$ cat src/rtl/bram_fifo_ctrl.sv
// bram_fifo_ctrl
// Turns a simple dual-port BRAM with a 1-cycle registered read into a
// streaming FIFO. Owns the write/read pointers, drives both BRAM ports and
// hides the read latency behind a 2-entry output stage (head + skid).
// Valid/ready handshakes on the write (s_*) and read (m_*) sides.

module bram_fifo_ctrl #(
    parameter int ADDR_WIDTH  = 11,
    parameter int DATA_WIDTH  = 15,
    parameter int AFULL_LEVEL = 2040
) (
    input  logic                  clk,
    input  logic                  rst_n,
    input  logic                  flush,

    // write side
    input  logic                  s_valid,
    output logic                  s_ready,
    input  logic [DATA_WIDTH-1:0] s_data,

    // read side
    output logic                  m_valid,
    input  logic                  m_ready,
    output logic [DATA_WIDTH-1:0] m_data,

    // BRAM write port
    output logic                  wea,
    output logic [ADDR_WIDTH-1:0] addra,
    output logic [DATA_WIDTH-1:0] dina,

    // BRAM read port
    output logic                  enb,
    output logic [ADDR_WIDTH-1:0] addrb,
    input  logic [DATA_WIDTH-1:0] doutb,

    // status
    output logic [ADDR_WIDTH+1:0] count,
    output logic                  full,
    output logic                  almost_full,
    output logic                  empty
);

    localparam int DEPTH = 1 << ADDR_WIDTH;
    localparam int PW    = ADDR_WIDTH + 1;   // pointer width, MSB tells full from empty
    localparam int CW    = ADDR_WIDTH + 2;   // count width, covers DEPTH + output stage

    // Pointers and occupancy of the BRAM itself.
    logic [PW-1:0] wr_ptr;
    logic [PW-1:0] rd_ptr;
    logic [PW-1:0] mem_occ;

    // In-flight read: doutb carries a word this cycle that must be captured.
    logic          infl;

    // Output stage: head is presented on m_data, skid sits behind it.
    logic [1:0]            ostage_cnt;
    logic [DATA_WIDTH-1:0] head_q;
    logic [DATA_WIDTH-1:0] skid_q;

    // Next-state values for the output stage.
    logic [1:0]            ostage_cnt_d;
    logic [1:0]            cnt_after_pop;
    logic [DATA_WIDTH-1:0] head_d;
    logic [DATA_WIDTH-1:0] skid_d;

    // Handshakes and read scheduling.
    logic       push;
    logic       pop;
    logic [2:0] stage_demand;   // entries the output stage will hold next cycle

    // ------------------------------------------------------------------
    // Status derived from registered state only.
    // ------------------------------------------------------------------
    assign mem_occ     = wr_ptr - rd_ptr;   // modulo 2^PW, ranges 0..DEPTH
    assign full        = (mem_occ == PW'(DEPTH));
    assign almost_full = (mem_occ >= PW'(AFULL_LEVEL));
    assign count       = {1'b0, mem_occ} + CW'(infl) + CW'(ostage_cnt);
    assign empty       = (count == '0);

    // ------------------------------------------------------------------
    // Write side: the BRAM write port is a direct pass-through of the push.
    // ------------------------------------------------------------------
    assign s_ready = rst_n & ~flush & ~full;
    assign push    = s_valid & s_ready;
    assign wea     = push;
    assign addra   = wr_ptr[ADDR_WIDTH-1:0];
    assign dina    = s_data;

    // ------------------------------------------------------------------
    // Read side: the head of the output stage is the FIFO head.
    // ------------------------------------------------------------------
    assign m_valid = (ostage_cnt != 2'd0);
    assign m_data  = head_q;
    assign pop     = m_valid & m_ready;

    // A read is issued only if the word it returns is guaranteed a slot in
    // the output stage: entries held plus the one in flight, minus the one
    // leaving this cycle, must leave room. Occupancy comes from registered
    // pointers, so a read never targets the address written this cycle.
    assign stage_demand = {1'b0, ostage_cnt} + {2'b00, infl} - {2'b00, pop};
    assign enb          = (mem_occ != '0) & (stage_demand < 3'd2) & ~flush;
    assign addrb        = rd_ptr[ADDR_WIDTH-1:0];

    // Advance the pointers on push / read issue; flush empties the memory.
    // NOTE: sequential state uses non-blocking assignments so every register
    // samples the pre-edge values, independent of block evaluation order.
    always_ff @(posedge clk or negedge rst_n) begin
        if (!rst_n) begin
            wr_ptr <= '0;
            rd_ptr <= '0;
            infl   <= 1'b0;
        end else if (flush) begin
            wr_ptr <= '0;
            rd_ptr <= '0;
            infl   <= 1'b0;   // drops the word on doutb next edge
        end else begin
            if (push) begin
                wr_ptr <= wr_ptr + PW'(1);
            end
            if (enb) begin
                rd_ptr <= rd_ptr + PW'(1);
            end
            infl <= enb;
        end
    end

    // Output stage next state: shift on pop, then append the in-flight word
    // behind whatever entry remains.
    // NOTE: every variable gets a default at the top of the block, so no
    // path leaves it unassigned and no latch is inferred.
    always_comb begin
        head_d        = head_q;
        skid_d        = skid_q;
        cnt_after_pop = ostage_cnt - {1'b0, pop};
        ostage_cnt_d  = cnt_after_pop;

        if (pop) begin
            head_d = skid_q;
        end

        if (infl) begin
            if (cnt_after_pop == 2'd0) begin
                head_d = doutb;
            end else begin
                skid_d = doutb;
            end
            ostage_cnt_d = cnt_after_pop + 2'd1;
        end
    end

    // Register the output stage; flush invalidates it without touching data.
    // NOTE: the data registers are reset as well so m_data reads 0 out of
    // reset; only the occupancy count decides which entries are meaningful.
    always_ff @(posedge clk or negedge rst_n) begin
        if (!rst_n) begin
            ostage_cnt <= 2'd0;
            head_q     <= '0;
            skid_q     <= '0;
        end else if (flush) begin
            ostage_cnt <= 2'd0;
        end else begin
            ostage_cnt <= ostage_cnt_d;
            head_q     <= head_d;
            skid_q     <= skid_d;
        end
    end

endmodule

$ cat config.mk
export PLATFORM = sky130hd
export DESIGN_NAME = bram_fifo_ctrl
export DESIGN_NICKNAME = d
export VERILOG_FILES = /design/src/rtl/bram_fifo_ctrl.sv
export SDC_FILE = /design/constraint.sdc
export NUM_CORES = 1
export LEC_CHECK = 0
export CORE_MARGIN = 4
export CORE_UTILIZATION = 40
export CTS_BUF_LIST = sky130_fd_sc_hd__clkbuf_4
export DETAILED_ROUTE_END_ITERATION = 8
export PLACE_DENSITY = 0.67
export SLEW_MARGIN = 5
export SYNTH_ARGS = -nofsm -noshare
export SYNTH_HDL_FRONTEND = slang
export SYNTH_SLANG_ARGS = --single-unit
$ cat constraint.sdc
create_clock -name clk -period 7.95 [get_ports clk]
set_clock_uncertainty 0.1 [all_clocks]
set_input_delay 1.59 -clock clk [delete_from_list [all_inputs] [get_ports clk]]
set_output_delay 1.59 -clock clk [all_outputs]
set_load 0.02 [all_outputs]
==> results of run 1 <==
==> layer usage <==
metal	part of all wire (%)	vias up	wire [um]	global-route usage [%]
li1	-	1629	-	-
met2	47	113	4543	26.77
met3	8.3	10	813	5.755
met4	0.58	0	57	3.740
met5	0	-	0	0
met1	44	1595	4332	23.02
==> area by class of cell <==
class | count | area, um^2
clock buffer | 9 | 67.56
clock inverter | 7 | 46.29
fill | 966 | 5081
inverter | 23 | 86.33
multi-input combinational | 313 | 2257
sequential | 57 | 1426
tap | 133 | 166.4
timing repair buffer | 79 | 778.2
==> stage by stage <==
stage          instances  setup slack [ns]  area, um^2  power (W)  utilization, %
2_1_floorplan        447             2.756        4125   0.001243               -
3_3_place_gp         605             1.921        4707   0.001545           47.50
3_5_place_dp         605             1.873        4707   0.001572           47.50
4_1_cts              621             1.824        4821   0.001759           48.65
5_1_grt              621             1.464        4828   0.001888           48.72
6_report             621             1.849        4828   0.001740           48.72
==> logic make-up after synthesis <==
family          count (synthesis)
mux                            38
buf+inv                        77
simple gates                  140
xor+xnor                       22
fa+ha+maj                      21
compound gates                 92
flops                          57
==> critical path: cells and delay by family (launching register included) <==
| family | cells | cell delay (ns) |
|---|---|---|
| simple gates | 2 | 0.35 |
| buf+inv | 2 | 0.64 |
| xor+xnor | 1 | 0.36 |
| compound gates | 4 | 1.52 |
| fa+ha+maj | 2 | 0.65 |
| flops | 1 | 0.50 |
==> worst paths after layout <==
kind / end / slack [ns] / depth (start not counted)
min in group asynchronous: m_data[2] / 1.26 / 2
worst min-delay path: skid_q[1] / 0.42 / 1
worst min register to register: skid_q[1] / 0.42 / 1
max in group asynchronous: rd_ptr[10] / 6.00 / 2
worst max register to register: rd_ptr[6] / 3.95 / 11
worst max-delay path: enb / 1.85 / 11
==> state kept, by name, summed over array words and instances, names as in the netlist <==
register,count
infl,1
m_data,15
ostage_cnt,2
rd_ptr,12
skid_q,15
wr_ptr,12
==> power by group <==
part           internal [W]  switching (W)
clock network     0.0000628       0.000116
logic              0.000496       0.000617
registers          0.000382      0.0000667
total              0.000941       0.000799
==> cell usage in the layout (no fill, tap or decap), types with 7 or more instances in the layout <==
master,netlist,layout
clkbuf_4,0,9
nand3_1,16,16
xor2_1,7,7
clkdlybuf4s50_1,0,75
nand2_1,24,24
or4_1,10,10
dfrtp_1,57,57
inv_1,23,23
xnor2_1,14,14
or3_1,9,9
ha_1,17,17
mux2i_1,20,20
mux2_2,16,16
o21ai_1,9,9
nor2_1,34,34
and3_1,8,8
a21oi_1,44,43
nor3_1,13,13
o31ai_1,11,11
==> impl_metrics.yaml, run 1 <==
synthesis:
  synth_most_common_cell: "dfrtp_1"
  netlist_area_mm2: 0.004125
  synth_edf_count: 0
  synth_common_cells: "dfrtp_1, a21oi_1, buf_4"
  yosys_warnings: 0
  synthAdderAreaFrac_pct: 7.097
  synth_cell_type_count: 54
  synth_top_cell_by_area: "dfrtp_1"
  synth.top_cell.area_share_pct: 34.58
  synthMuxAreaShare_pct: 9.857
  synthArstFlopShare_pct: 100.0
  synthXorXnorAreaFrac_pct: 4.853
  seq_area_frac_synth_pct: 34.58
  syn_inst: 447
  synth_fp_nets: 503
  synthTopCellsByArea: "dfrtp_1, buf_4, a21oi_1"
  synthSimpleGateAreaFrac_pct: 17.96
  syn_area_per_cell_um2: 9.229
  synth_top_flop_cell: "dfrtp_1"
  ys_seq_elements: 57
  synth_compound_area_share_pct: 14.56
  synth_top_family_by_area: "simple AND/OR/NAND/NOR gates"
clocking:
  cts.htree.levels: 3
  cts_setup_buffers: 0
  cts_buffer_depth: 2
  cts.sinks: 57
  cts_buffers: 9
  clk_pin_slew_ns: 0.10
  postCtsHoldBufs: 0
  cts_tree: "yes"
  clock_latency_ns: 0.40
  cts_root_buffer: "clkbuf_4"
  post_cts_resized: 0
grt:
  grt_pass1_vias: 3219
  overflow: 0
  grt.total_usage_pct: 17.11
  grt_pass1_wl_mm: 16.25
  grt_max_degree: 58
  antenna_found_initial: 0
sta:
  setup_viol: 0
  rsz0062_at_grt: "false"
  finalSetupTns_ns: 0
  hold_viol: 0
  min_period_ns: 6.101
  whs_ns: 0.4188
  relSlewSlack_pct: 35.14
  slew_violations: 0
  tightest_slew_ns: 0.9706
  period_share_pct: 76.74
  clock.fmax_ghz: 0.1639
critical_path:
  cp.required_ns: 6.26
  startpoint_type: "register"
  worst_ep_arrival_time_ns: 4.41
  max_stage_delay_ns: 0.69
  crit_slowest_cell: "o31ai_4"
  crit_fanout: 22
  worstSetupPathType: "register to primary output"
  rr_startpoint: "rd_ptr[0]"
  cp-startpoint: "rd_ptr[0]"
  endpoint_kind: "primary output"
  crit_chain: "ha_1, inv_1, fa_1, a21o_1, a221oi_4, o221ai_1, xnor2_2, nand3_2, o31ai_4, nor2_1, clkdlybuf4s50_1"
drt:
  dr.pass1.iters: 5
  wire_per_inst_um: 15.70
  antenna_left: 0
  via_per_inst: 5.390
  wl_mm: 9.747
  drc: 0
  first_iter_violations: 155
  vias: 3347
worst_hold_path:
  min_from: "skid_q[1]"
  holdCritPathClass: "register to register"
placement:
  place_congestion: 0.8730
  numPortBuffers: 76
  dp_hpwl_mm: 7.356
die:
  rows: 36
  io_pins: 107
  die_h_um: 109.6
  core-area_mm2: 0.009910
  die-width_um: 109.6
  initial_core_util_pct: 41.63
  dieArea_mm2: 0.01200
run_status:
  outcome: "completed"
finish:
  drive_gt1_share_pct: 9.221
  layout.nets: 539
  area_growth_pct: 17.05
  diodes: 0
power:
  leakagePower_nw: 1.986
  power.density_mw_per_mm2: 360.4
  ir_drop_mv: 0.2253
flow_run:
  drv_cap: 0
(Power assumes the default switching activity.)
==> run 2: changes to the inputs <==
--- a/config.mk
+++ b/config.mk
@@ -9,7 +9,7 @@
 export CORE_UTILIZATION = 40
 export CTS_BUF_LIST = sky130_fd_sc_hd__clkbuf_4
 export DETAILED_ROUTE_END_ITERATION = 8
-export PLACE_DENSITY = 0.67
+export PLACE_DENSITY = 0.69
 export SLEW_MARGIN = 5
 export SYNTH_ARGS = -nofsm -noshare
 export SYNTH_HDL_FRONTEND = slang
==> constraint.sdc (replaced) <==
create_clock -name clk -period 5.35 [get_ports clk]
set_clock_uncertainty 0.1 [all_clocks]
set_input_delay 1.07 -clock clk [delete_from_list [all_inputs] [get_ports clk]]
set_output_delay 1.07 -clock clk [all_outputs]
set_load 0.02 [all_outputs]
==> run 2 against run 1 <==
  * Combinational power rose by 56%
  * Critical path type unchanged
  * Via count rose by 2.0%
  * Largest cell class unchanged
  * Die area stayed put
  * Clock power increased by 80%
  * Flip-flop and latch count is the same
  * Critical path depth is 2 higher
==> impl_metrics.yaml, run 2 (synthesis results as in run 1) <==
run_status:
  outcome: "completed"
finish:
  layout_commonest_cell: "clkdlybuf4s50_1"
  fin_util_pct: 49.96
  layout.nets: 548
  diodes: 0
  layout_common_cells: "clkdlybuf4s50_1, dfrtp_1, a21oi_1, nor2_1, nand2_1"
  fillCellCount: 966
  area_growth_pct: 20.02
  drive_gt1_share_pct: 12.07
power:
  clkPwrFrac_pct: 11.9
  seqPwrFrac_pct: 24.5
  leakagePower_nw: 2.117
  p_comb_share_pct: 63.6
  p_int_w: 0.001501
  p_total_w: 0.002712
  swShare_pct: 44.63
  ir_drop_mv: 0.3397
  power_switching_w: 0.001210
  power.density_mw_per_mm2: 547.7
placement:
  numPortBuffers: 76
  place_congestion: 0.8776
  dp_hpwl_mm: 7.568
clocking:
  cts.htree.levels: 3
  cts_tree: "yes"
  clock_latency_ns: 0.41
  cts_root_buffer: "clkbuf_4"
  clk_pin_slew_ns: 0.10
  cts_buffers: 9
  cts_buffer_depth: 2
  cts.sinks: 57
flow_run:
  drv_cap: 0
drt:
  wl_met1_mm: 4.268
  antenna_left: 0
  route.met2.wl_mm: 4.855
  dr.pass1.iters: 5
  first_iter_violations: 132
  wire_per_inst_um: 15.83
  wl_mm: 9.970
  vias: 3413
  via_per_inst: 5.417
  top_layer_used: "met4"
  wl_met3_um: 657
  drc: 0
die:
  dieArea_mm2: 0.01200
  core-area_mm2: 0.009910
  io_pins: 107
  die_h_um: 109.6
  die-width_um: 109.6
  initial_core_util_pct: 41.63
  rows: 36
worst_hold_path:
  min_to: "skid_q[3]"
  holdCritPathClass: "register to register"
  min_from: "skid_q[3]"
  hold_path_depth: 1
sta:
  relSlewSlack_pct: 51.55
  period_share_pct: 96.13
  setup_viol: 0
  min_period_ns: 5.143
  clock.fmax_ghz: 0.1944
  hold_viol: 0
  tightest_slew_ns: 0.7268
  slew_violations: 0
critical_path:
  rr_startpoint: "wr_ptr[0]"
  max_stage_delay_ns: 0.54
  crit_chain: "inv_1, ha_1, inv_1, fa_1, a21o_1, a221oi_4, buf_4, mux2i_1, and2_1, a211o_2, o31ai_4, inv_1, clkdlybuf4s50_1"
  cpMostUsedCell: "inv_1"
  rrSetupSlack_ns: 1.58
  crit_fanout: 7
  cp-startpoint: "wr_ptr[0]"
  startpoint_type: "register"
  crit_slowest_cell: "clkdlybuf4s50_1"
  worstSetupPathType: "register to primary output"
  rr_worst_depth: 14
  cp.required_ns: 4.18
  timing.rr.end: "rd_ptr[6]"
  worst_ep_arrival_time_ns: 3.97
  endpoint_kind: "primary output"
grt:
  grt.total_usage_pct: 17.18
  antenna_found_initial: 0
  grt_pass1_wl_mm: 16.36
  overflow: 0
  grt_pass1_vias: 3427
  grt_max_degree: 58
-- run 2: final cells by class --
class	count	area (um^2)	area share (%)
Clock buffer	10	75.07	1.516
Clock inverter	6	67.56	1.365
Inverter	23	86.33	1.744
Multi-Input combinational cell	313	2273	45.92
Sequential cell	57	1426	28.81
Tap cell	133	166.4	3.361
Timing Repair Buffer	88	855.8	17.29
-- run 2: how the worst max path moves through the flow --
stage          slack, ns  cells past startpoint  endpoint
4_1_cts             0.04                     12     empty
5_1_grt           -0.005                     13   s_ready
3_3_place_gp        0.48                     13     empty
3_5_place_dp        0.33                     13     empty
2_1_floorplan       1.09                     12     empty
6_report            0.21                     13   s_ready
-- run 2: timing repair --
item                       4_1_cts  5_1_grt
pin swaps                        0        6
hold buffers                     0        0
resized for setup                2        7
setup buffers                    0        5
setup endpoints to repair        1        6
-- run 2: routing by layer --
layer	track usage (%)	up-vias
met5	0	-
met4	4.720	0
met3	5.637	24
met2	28.99	100
met1	21.03	1635
li1	-	1654
-- run 2: power groups by stage --
| stage | registers [W] | clock network, W | logic [W] |
|---|---|---|---|
| floorplan | 0.000721 | 0 | 0.00113 |
| global placement | 0.000666 | 0 | 0.00166 |
| detailed placement | 0.000670 | 0 | 0.00169 |
| CTS | 0.000666 | 0.000334 | 0.00170 |
| global route | 0.000683 | 0.000355 | 0.00188 |
| finish | 0.000663 | 0.000322 | 0.00173 |
-- run 2: through the flow --
| step | instances | setup slack (ns) | hold WS, ns | TNS, ns | instance area [um^2] |
|---|---|---|---|---|---|
| 2_1_floorplan | 447 | 1.092 | 0.3805 | 0 | 4125 |
| 3_3_place_gp | 609 | 0.4779 | 0.3891 | 0 | 4737 |
| 3_5_place_dp | 609 | 0.3251 | 0.3966 | 0 | 4737 |
| 4_1_cts | 625 | 0.04250 | 0.4210 | 0 | 4890 |
| 5_1_grt | 630 | -0.005144 | 0.4359 | -0.005144 | 4951 |
| 6_report | 630 | 0.2073 | 0.4161 | 0 | 4951 |
-- run 2: worst max-delay path: cells and delay by family, from the launching register on --
family / cells / cell delay [ns]
buf+inv: 5 / 0.93
compound gates: 4 / 1.32
mux: 1 / 0.08
flops: 1 / 0.45
fa+ha+maj: 2 / 0.60
simple gates: 1 / 0.18
==> run 3: changes to the inputs <==
--- a/config.mk
+++ b/config.mk
@@ -8,6 +8,7 @@
 export CORE_MARGIN = 4
 export CORE_UTILIZATION = 40
 export CTS_BUF_LIST = sky130_fd_sc_hd__clkbuf_4
+export CTS_CLUSTER_SIZE = 20
 export DETAILED_ROUTE_END_ITERATION = 8
 export PLACE_DENSITY = 0.69
 export SLEW_MARGIN = 5
==> results of run 3 <==
No change in the layout: final DEF, timing and power equal those of run 2.
